`src/rtl/ddram_clear_check_pkg.sv`:
```
// ddram_chk_pkg
//   Shared definitions for the DDR3 clear read-back checker:
//   FSM state type, DDRAM bus widths, error-counter saturation value
//   and the burst length helper used when issuing read requests.
package ddram_chk_pkg;

    typedef enum logic [1:0] {
        IDLE,
        REQ,
        DATA,
        FIN
    } state_t;

    localparam int DDR_AW = 29;
    localparam int DDR_DW = 64;

    localparam logic [15:0] ERR_SAT = 16'hFFFF;

    // Beats for the next request: min(burst, remaining). burst is at most 128.
    function automatic logic [7:0] burst_len(input logic [DDR_AW-1:0] remaining,
                                             input int unsigned       burst);
        logic [31:0] rem32;
        rem32 = {3'b000, remaining};
        if (rem32 < burst) begin
            return remaining[7:0];
        end
        return burst[7:0];
    endfunction

endpackage

```
`src/rtl/ddram_clear_check.sv`:
```
// ddram_clear_check
//   Walks a DDR3 window with bursting reads and compares every 64-bit beat
//   against an expected pattern (zero after a clear). Reports the number of
//   mismatching beats (saturating) and the word address of the first one.
//
// Ports
//   clk_sys, reset         : system clock, synchronous active-high reset
//   start, pattern         : start pulse (accepted when idle), expected beat
//   busy, done             : pass in progress / pass finished (held)
//   err_count              : mismatching beats, saturates at 16'hFFFF
//   first_err_addr         : word address of first mismatch
//   DDRAM_*                : read-only master on the DDRAM bus; write side tied off
module ddram_clear_check
    import ddram_chk_pkg::*;
#(
    parameter int unsigned         BURST      = 128,
    parameter logic [DDR_AW-1:0]   START_ADDR = 29'd0,
    parameter logic [DDR_AW-1:0]   WORDS      = 29'd4194304
) (
    input  logic                clk_sys,
    input  logic                reset,
    input  logic                start,
    input  logic [DDR_DW-1:0]   pattern,
    output logic                busy,
    output logic                done,
    output logic [15:0]         err_count,
    output logic [DDR_AW-1:0]   first_err_addr,
    input  logic                DDRAM_BUSY,
    output logic [7:0]          DDRAM_BURSTCNT,
    output logic [DDR_AW-1:0]   DDRAM_ADDR,
    output logic                DDRAM_RD,
    input  logic [DDR_DW-1:0]   DDRAM_DOUT,
    input  logic                DDRAM_DOUT_READY,
    output logic [DDR_DW-1:0]   DDRAM_DIN,
    output logic [7:0]          DDRAM_BE,
    output logic                DDRAM_WE
);

    state_t              r_state;
    logic [DDR_DW-1:0]   r_pattern;
    logic [DDR_AW-1:0]   r_addr;
    logic [DDR_AW-1:0]   r_remaining;
    logic [7:0]          r_len;
    logic [7:0]          r_beat;
    logic [15:0]         r_err;
    logic [DDR_AW-1:0]   r_first;
    logic                r_busy;
    logic                r_done;
    logic                r_rd;
    logic [DDR_AW-1:0]   r_ddr_addr;
    logic [7:0]          r_burstcnt;

    logic [7:0]          w_len_start;
    logic [DDR_AW-1:0]   w_addr_next;
    logic [DDR_AW-1:0]   w_rem_next;
    logic [7:0]          w_len_next;
    logic [DDR_AW-1:0]   w_beat_addr;
    logic                w_mismatch;
    logic                w_last;

    always_comb begin
        w_len_start = burst_len(WORDS, BURST);
        w_addr_next = r_addr + {21'd0, r_len};
        w_rem_next  = r_remaining - {21'd0, r_len};
        w_len_next  = burst_len(w_rem_next, BURST);
        w_beat_addr = r_addr + {21'd0, r_beat};
        w_mismatch  = (DDRAM_DOUT != r_pattern);
        w_last      = (r_beat == r_len - 8'd1);
    end

    always_ff @(posedge clk_sys) begin
        if (reset) begin
            r_state     <= IDLE;
            r_pattern   <= '0;
            r_addr      <= START_ADDR;
            r_remaining <= '0;
            r_len       <= '0;
            r_beat      <= '0;
            r_err       <= '0;
            r_first     <= '0;
            r_busy      <= 1'b0;
            r_done      <= 1'b0;
            r_rd        <= 1'b0;
            r_ddr_addr  <= START_ADDR;
            r_burstcnt  <= '0;
        end else begin
            case (r_state)
                IDLE: begin
                    if (start) begin
                        r_pattern   <= pattern;
                        r_err       <= '0;
                        r_first     <= '0;
                        r_remaining <= WORDS;
                        r_addr      <= START_ADDR;
                        r_len       <= w_len_start;
                        r_busy      <= 1'b1;
                        r_done      <= 1'b0;
                        // Request outputs are registered, so they are loaded
                        // on entry to REQ rather than inside it.
                        r_rd        <= 1'b1;
                        r_ddr_addr  <= START_ADDR;
                        r_burstcnt  <= w_len_start;
                        r_state     <= REQ;
                    end
                end
                REQ: begin
                    if (!DDRAM_BUSY) begin
                        r_rd    <= 1'b0;
                        r_beat  <= '0;
                        r_state <= DATA;
                    end
                end
                DATA: begin
                    if (DDRAM_DOUT_READY) begin
                        if (w_mismatch) begin
                            if (r_err != ERR_SAT) begin
                                r_err <= r_err + 16'd1;
                            end
                            if (r_err == '0) begin
                                r_first <= w_beat_addr;
                            end
                        end
                        r_beat <= r_beat + 8'd1;
                        if (w_last) begin
                            r_addr      <= w_addr_next;
                            r_remaining <= w_rem_next;
                            if (w_rem_next == '0) begin
                                // busy/done are set on entry so they are
                                // already visible while in FIN.
                                r_busy  <= 1'b0;
                                r_done  <= 1'b1;
                                r_state <= FIN;
                            end else begin
                                r_len      <= w_len_next;
                                r_rd       <= 1'b1;
                                r_ddr_addr <= w_addr_next;
                                r_burstcnt <= w_len_next;
                                r_state    <= REQ;
                            end
                        end
                    end
                end
                FIN: begin
                    r_state <= IDLE;
                end
                default: begin
                    r_state <= IDLE;
                end
            endcase
        end
    end

    assign busy           = r_busy;
    assign done           = r_done;
    assign err_count      = r_err;
    assign first_err_addr = r_first;
    assign DDRAM_RD       = r_rd;
    assign DDRAM_ADDR     = r_ddr_addr;
    assign DDRAM_BURSTCNT = r_burstcnt;
    assign DDRAM_DIN      = '0;
    assign DDRAM_BE       = '1;
    assign DDRAM_WE       = 1'b0;

endmodule

```
`config.mk`:
```
export PLATFORM = sky130hd
export DESIGN_NAME = ddram_clear_check
export DESIGN_NICKNAME = d
export VERILOG_FILES = /design/src/rtl/ddram_clear_check_pkg.sv /design/src/rtl/ddram_clear_check.sv
export SDC_FILE = /design/constraint.sdc
export NUM_CORES = 1
export LEC_CHECK = 0
export BUFFER_PORTS_ARGS = -buffer_cell sky130_fd_sc_hd__buf_2
export CAP_MARGIN = 20
export CORE_MARGIN = 2
export CORE_UTILIZATION = 31
export DETAILED_ROUTE_END_ITERATION = 7
export GPL_TIMING_DRIVEN = 0
export PLACE_DENSITY_LB_ADDON = 0.15
export SLEW_MARGIN = 15
export SYNTH_ARGS = -nofsm -noshare
export SYNTH_HDL_FRONTEND = slang
export SYNTH_SLANG_ARGS = --single-unit
```
`constraint.sdc`:
```
create_clock -name clk_sys -period 4.4 [get_ports clk_sys]
set_input_delay 1.1 -clock clk_sys [delete_from_list [all_inputs] [get_ports clk_sys]]
set_output_delay 1.1 -clock clk_sys [all_outputs]
set_load 0.01 [all_outputs]
```
==> results of run 1 <==
## layer usage
layer / track usage (%) / up-vias
met5: 0 / -
met4: 7.76 / 0
met3: 2.60 / 80
met2: 37.2 / 398
met1: 27.5 / 5729
li1: - / 5998
## logic make-up after synthesis
kind of cell / after synthesis
multiplexers: 5
XOR/XNOR: 135
adder cells (fa/ha/maj): 31
flip-flops: 217
AO/OA/AOI/OAI: 384
AND/OR/NAND/NOR: 591
other: 2
buffers and inverters: 205
## power by group through the flow
| stage | Clock (mW) | Sequential (mW) | Combinational, mW |
|---|---|---|---|
| 4_1_cts | 2.36 | 2.05 | 0.620 |
| 2_1_floorplan | 0 | 2.08 | 0.387 |
| 5_1_grt | 2.42 | 2.06 | 0.684 |
| 6_report | 2.31 | 2.05 | 0.620 |
| 3_5_place_dp | 0 | 2.09 | 0.616 |
| 3_3_place_gp | 0 | 2.09 | 0.615 |
## layout by cell type (no fill, tap or decap), types with 8 or more instances in the layout
cell and count:
o211ai_1 9, nand3_1 69, ha_1 28, inv_1 32, a31oi_1 11, nor4_1 24, and3_1 15, conb_1 73
buf_2 222, or3_1 27, xor2_1 78, nor3b_1 9, xnor2_1 57, clkbuf_16 27, nor2b_1 8, nand4_1 25
o2bb2ai_2 10, o2bb2ai_1 10, a21oi_1 192, nor3_1 37, nand2b_1 8, o21ai_0 56, nand2_1 221, and2_1 11
a21o_1 13, clkbuf_1 85, nor2_1 93, buf_4 74, a211oi_1 13, dfxtp_1 217
## registers in the layout (all words and copies together), names as in the netlist
name and flops:
DDRAM_RD 1, first_err_addr 29, r_beat 8, r_addr 29
r_remaining 29, err_count 16, DDRAM_ADDR 29, busy 1
r_pattern 64, DDRAM_BURSTCNT 8, r_state 2, done 1
## cell type report
type	count	area share, %
buffer	173	6.31
clock buffer	40	5.18
tap	525	4.28
timing repair buffer	217	7.08
antenna	2	0.0326
inverter	32	0.783
multi-input combinational	1219	47.3
sequential	217	28.3
clock inverter	8	0.751
## final timing paths
check,cells after the start,start,end,slack [ps]
hold / removal,2,first_err_addr[5]$_SDFFE_PP0P_,first_err_addr[5]$_SDFFE_PP0P_,450
hold reg to reg,2,first_err_addr[5]$_SDFFE_PP0P_,first_err_addr[5]$_SDFFE_PP0P_,450
setup reg to reg,12,DDRAM_BURSTCNT[5]$_SDFFE_PP0P_,DDRAM_ADDR[25]$_SDFFE_PP0P_,260
setup / recovery,12,DDRAM_BURSTCNT[5]$_SDFFE_PP0P_,DDRAM_ADDR[25]$_SDFFE_PP0P_,260
## worst register-to-register path, cell delays in order, from the launching register on
cell and delay (ps):
dfxtp_1 550, inv_1 220, ha_1 330, clkbuf_1 200, and3_1 250, a221o_1 390, xor2_1 200, a2111oi_0 640
buf_2 380, a311o_1 250, buf_2 210, buf_2 330, o2bb2ai_2 110
## what timing repair did
action	4_1_cts	5_1_grt
hold buffers	0	0
endpoints found under the setup margin	10	12
gates resized for setup	2	2
## metrics by stage
step                hold WS [ps]  setup TNS (ps)  setup WS, ps  power (mW)  area, sq um
CTS                          453               0          65.8        5.03        15300
finish                       448               0           259        4.98        15300
global placement             441            -462          -154        2.71        14400
global route                 468               0          23.6        5.16        15300
floorplan                    432               0          1050        2.47        12700
detailed placement           441            -757          -206        2.71        14400
==> run metrics, run 1 <==
Synth Warn # 0; first-pass GRT wire length 69.2 mm; Leak 6.38 nW; internal power 3.65 mW; kind of critical path reg -> reg; Placed Instances 2,382; final clock skew 34.3 ps; WL/cell 19.0 um; H-tree levels 1; chip width 204 um; Yosys top cell by area dfxtp_1; via count 12,205; Synth Area in Simple Gates 23.4%; die height 204 um; clk_lat worst skew 550 ps; number of CTS-inserted buffers 27; Hold Path Class reg -> reg; most numerous cell in the Yosys netlist nand2_1; Root Buffer clkbuf_16; Synth top area share 35.0%; Max Cap Viol 0; mux contribution to synthesized area 0.413%; Reg clk slew, reported paths 60 ps; # Post-CTS Setup Buffers 0; Post-DP HPWL 35.3 mm; Least-Margin Pin Slew 1030 ps; highest metal used met4; routed wl met2 22.1 mm; largest net degree at the start of global routing 13; clock buffer depth 3; combinational share of power 12.5%; GR Overflow Total 0; NetSw 1.33 mW; Clock power frac 46.3%; core area 0.0396 sq mm; Max Transition Viols Final 0; area taken by multi-input logic gates 0.00725 sq mm; share of power burned in registers 41.2%; DRT Pass-1 Iters 5; post-synth cell types 77; Final Hold Fails 0; Sw Ratio 26.6%; CP bufs+invs 5; crit-path cells inv_1 > ha_1 > clkbuf_1 > and3_1 > a221o_1 > xor2_1 > a2111oi_0 > buf_2 > a311o_1 > buf_2 > buf_2 > o2bb2ai_2; post-synthesis cell count 1,570; initial antenna violation count 1; Async SR Flop Fraction 0%; Adder-Cell Fraction of Synth Area 3.31%; CP delay by family, top compound AO/OA/AOI/OAI gates; Post-synth top cells 221 x nand2_1, 217 x dfxtp_1, 192 x a21oi_1, 93 x nor2_1, 82 x clkbuf_1; Post-Layout Cell Count 2,433; required time worst endpoint 4830 ps; crit-path max FO 10; post-synthesis sequential area ratio 35.0%; num ports 291; row count 73; critical path's largest stage delay 640 ps; Initial Util 31.3%; vias in the first global route 11,713; Finish-stage setup viols 0; Syn Area/Cell 7.90 sq um; Fill cells 4,256; # DRC 0; CTS tree done; WP data arrival 4570 ps; Reg area 0.00434 sq mm; relative slew slack 31.6%; RSZ-0062 raised after global routing no; CTS Sinks 217; CP max-delay cell a2111oi_0; Post-Route WL 46.2 mm; fin crit share 94.1%; PortBufs 216; layout cells sized above 1 19.9%; largest cells by area after synthesis dfxtp_1 35%, a21oi_1 7.7%, nand2_1 6.7%; Cell Pwr Density 324 mW/mm^2; crit-path most repeated cell buf_2; Post-synth EDFFs 0; status finished clean; Synth Register Bits 217; Area growth, synth to finish 23.6%; largest family of logic cells by synthesized area simple AND/OR/NAND/NOR gates; CP endpoint kind flip-flop; initial DRC count 806; Synth Flop Type dfxtp_1; Max Freq 241 MHz; mapped cell area 0.0124 sq mm; global placement routability congestion 0.915; GR Util All Layers 21.5%; startpoint types flip-flop; met3 WL post-DR 2.37 mm; Peak VDD IR 0.264 mV; min cycle time layout 4140 ps; vias per cell 5.02; Final ANT Viol Nets 0; XOR/XNOR Fraction of Synth Area 9.53%; Final nets 2,051; Finished Core Util 38.7%; M1 wire length 20.1 mm; DIE AREA 0.0416 sq mm; Compound-Gate Fraction of Synth Area 19.6%
Note: power is estimated with default switching activity, not from simulation.
==> run 2: changes to the inputs <==
- ABC_AREA: not set -> 1
- PLACE_DENSITY_LB_ADDON: 0.15 -> not set
==> run 2 against run 1 <==
Sequential power is 13% higher. Synthesized cell count grew 32%. Power up 32%. Combinational power rose to 3.2 times the previous value. Critical path depth up 7. Via count grew 20%. Cell area is 7.8% higher. Critical endpoint is now DDRAM_ADDR[23]$_SDFFE_PP0P_.
==> run metrics, run 2 <==
Syn Area/Cell 6.52 sq um; WP data arrival 4080 ps; CP endpoint kind flip-flop; most numerous cell in the Yosys netlist nand2_1; fin crit share 81.5%; core area 0.0431 sq mm; Placed Instances 2,946; largest net degree at the start of global routing 14; reg2reg start DDRAM_BURSTCNT[0]$_SDFFE_PP0P_; layout cells sized above 1 17.3%; post-synth cell types 52; CTS Sinks 217; # Post-CTS Setup Buffers 0; Hold Path Class reg -> reg; worst reg2reg setup slack 810 ps; Post-Layout Cell Count 3,000; largest cells by area after synthesis dfxtp_1 32%, nand2_1 11%, nor2_1 9.2%; mapped cell area 0.0135 sq mm; post-synthesis cell count 2,074; PortBufs 216; GR Util All Layers 21.8%; vias per cell 4.88; clock buffer depth 3; Max Cap Viol 0; max reg flops 64; Synth top area share 32.1%; post-synthesis sequential area ratio 32.1%; GR Overflow Total 0; Peak VDD IR 0.303 mV; Max Freq 279 MHz; NetSw 2.41 mW; Sw Ratio 36.6%; combinational share of power 29.7%; Root Buffer clkbuf_16; Post-Route WL 50.7 mm; clk_lat worst skew 550 ps; Least-Margin Pin Slew 933 ps; Clock power frac 35.3%; initial antenna violation count 4; most common cell after layout, fill and taps aside nand2_1; final clock skew 15.4 ps; largest register by flop count r_pattern; Worst Hold Launch first_err_addr[16]$_SDFFE_PP0P_; Final Hold Fails 0; Finish-stage setup viols 0; required time worst endpoint 4890 ps; Post-DP HPWL 40.3 mm; Min Hold Slack 461 ps; Leak 7.53 nW; Synth Flop Type dfxtp_1; number of CTS-inserted buffers 27; Reg clk slew, reported paths 60 ps; end of the worst hold path first_err_addr[16]$_SDFFE_PP0P_; status finished clean; Async SR Flop Fraction 0%; Yosys top cell by area dfxtp_1; # DRC 0; DP Area 0.0156 sq mm; Post-synth top cells 389 x nand2_1, 330 x nor2_1, 217 x dfxtp_1, 172 x inv_1, 157 x nand3_1; CTS tree done; row count 76; R2R cell count 19; Post-CTS Hold Fix Bufs 0; DRT Pass-1 Iters 6; initial DRC count 1,172; vias in the first global route 13,811; relative slew slack 37.8%; reg2reg end DDRAM_ADDR[23]$_SDFFE_PP0P_; PostCTS Resize Cnt 0; Synth Register Bits 217; Final nets 2,554; die height 213 um; Final Cell Area 0.0165 sq mm; first-pass GRT wire length 76.6 mm; Cell Pwr Density 399 mW/mm^2; most frequent cells in the layout 389 x nand2_1, 330 x nor2_1, 234 x buf_2, 217 x dfxtp_1, 172 x inv_1; Final Worst Setup Slack 812 ps; startpoint types flip-flop; final setup TNS 0 ps; WL/cell 16.9 um; Area growth, synth to finish 22.3%; num ports 291; via count 14,652; crit-path max FO 10; Final ANT Viol Nets 0; Max Transition Viols Final 0; Post-synth EDFFs 0; DP Worst Slack 863 ps; Synth Warn # 0; DIE AREA 0.0453 sq mm; kind of critical path reg -> reg; chip width 213 um; min cycle time layout 3590 ps; internal power 4.18 mW; RSZ-0062 raised after global routing no; Initial Util 31.4%; H-tree levels 1; worst hold path depth 2; share of power burned in registers 35.0%; global placement routability congestion 0.960
[run 2: changes by cell type in the layout (fill, tap and decap cells not counted), moves of 27 or more]
cell     delta
nor2_1    +237
nand2_1   +168
inv_1     +140
nand3_1    +88
o21ai_0    +88
nand4_1    +52
a21oi_1    -36
xnor2_1    -33
xor2_1     -29
or3_1      -27
[run 2: power by group through the flow]
stage	logic (mW)	clock network [mW]	registers [mW]
finish	1.96	2.32	2.31
global route	2.19	2.45	2.32
CTS	1.94	2.38	2.30
detailed placement	1.93	0	2.34
global placement	1.91	0	2.34
floorplan	1.34	0	2.31
[run 2: final cells by class]
class                           count  area, sq um
Tap cell                          585          732
Inverter                          188          708
Antenna cell                        5         12.5
Clock buffer                       30          707
Clock inverter                     19          215
Fill cell                        4695        26500
Buffer                            164          950
Multi-Input combinational cell   1576         7780
Timing Repair Buffer              216         1080
Sequential cell                   217         4340
[run 2: cells by family (layout without fill, tap and decap cells)]
| logic type | Yosys count | after routing | share of synthesized area, % |
|---|---|---|---|
| AO/OA/AOI/OAI | 343 | 343 | 13.5 |
| XOR/XNOR | 73 | 73 | 4.73 |
| adder cells (fa/ha/maj) | 31 | 31 | 3.04 |
| buffers and inverters | 352 | 617 | 12.3 |
| flip-flops | 217 | 217 | 32.1 |
| other | 2 | 78 | 0.0556 |
| AND/OR/NAND/NOR | 1056 | 1056 | 34.3 |
[run 2: critical path: stages (launching register included)]
cell	delay, ps
dfxtp_1	510
ha_1	200
inv_1	80
fa_1	440
nand2_1	100
nand3_1	90
nand3_1	100
nand2_1	130
nand2_2	190
nand2_1	80
nand2_1	60
nand2_1	70
nor2_1	250
nand3_1	190
nor2_4	170
nand4_4	250
buf_2	310
nand3_1	120
nand2_1	70
nor2_1	120
[run 2: worst max-delay path by stage]
stage                                              start                              to  cells after the start  slack (ps)
after floorplan           DDRAM_BURSTCNT[0]$_SDFFE_PP0P_  DDRAM_BURSTCNT[6]$_SDFFE_PP0P_                     20        1650
after CTS                 DDRAM_BURSTCNT[0]$_SDFFE_PP0P_     DDRAM_ADDR[27]$_SDFFE_PP0P_                     19         850
after detailed placement  DDRAM_BURSTCNT[0]$_SDFFE_PP0P_     DDRAM_ADDR[27]$_SDFFE_PP0P_                     19         860
after global placement    DDRAM_BURSTCNT[0]$_SDFFE_PP0P_     DDRAM_ADDR[18]$_SDFFE_PP0P_                     20         920
after global routing      DDRAM_BURSTCNT[0]$_SDFFE_PP0P_     DDRAM_ADDR[27]$_SDFFE_PP0P_                     19         530
final                     DDRAM_BURSTCNT[0]$_SDFFE_PP0P_     DDRAM_ADDR[23]$_SDFFE_PP0P_                     19         810
[run 2: stage by stage]
stage                     power [mW]  util [%]
after CTS                       6.62      38.3
final                           6.59      38.4
after detailed placement        4.27      36.2
after global placement          4.25      36.2
after global routing            6.97      38.4
after floorplan                 3.65         -
[run 2: routing by layer]
metal / track usage, % / up-vias / part of all wire [%]
met4: 6.34 / 0 / 2.8
li1: - / 7342 / -
met5: 0 / - / 0
met1: 27.8 / 6705 / 43
met3: 4.79 / 81 / 8.6
met2: 36.6 / 524 / 45
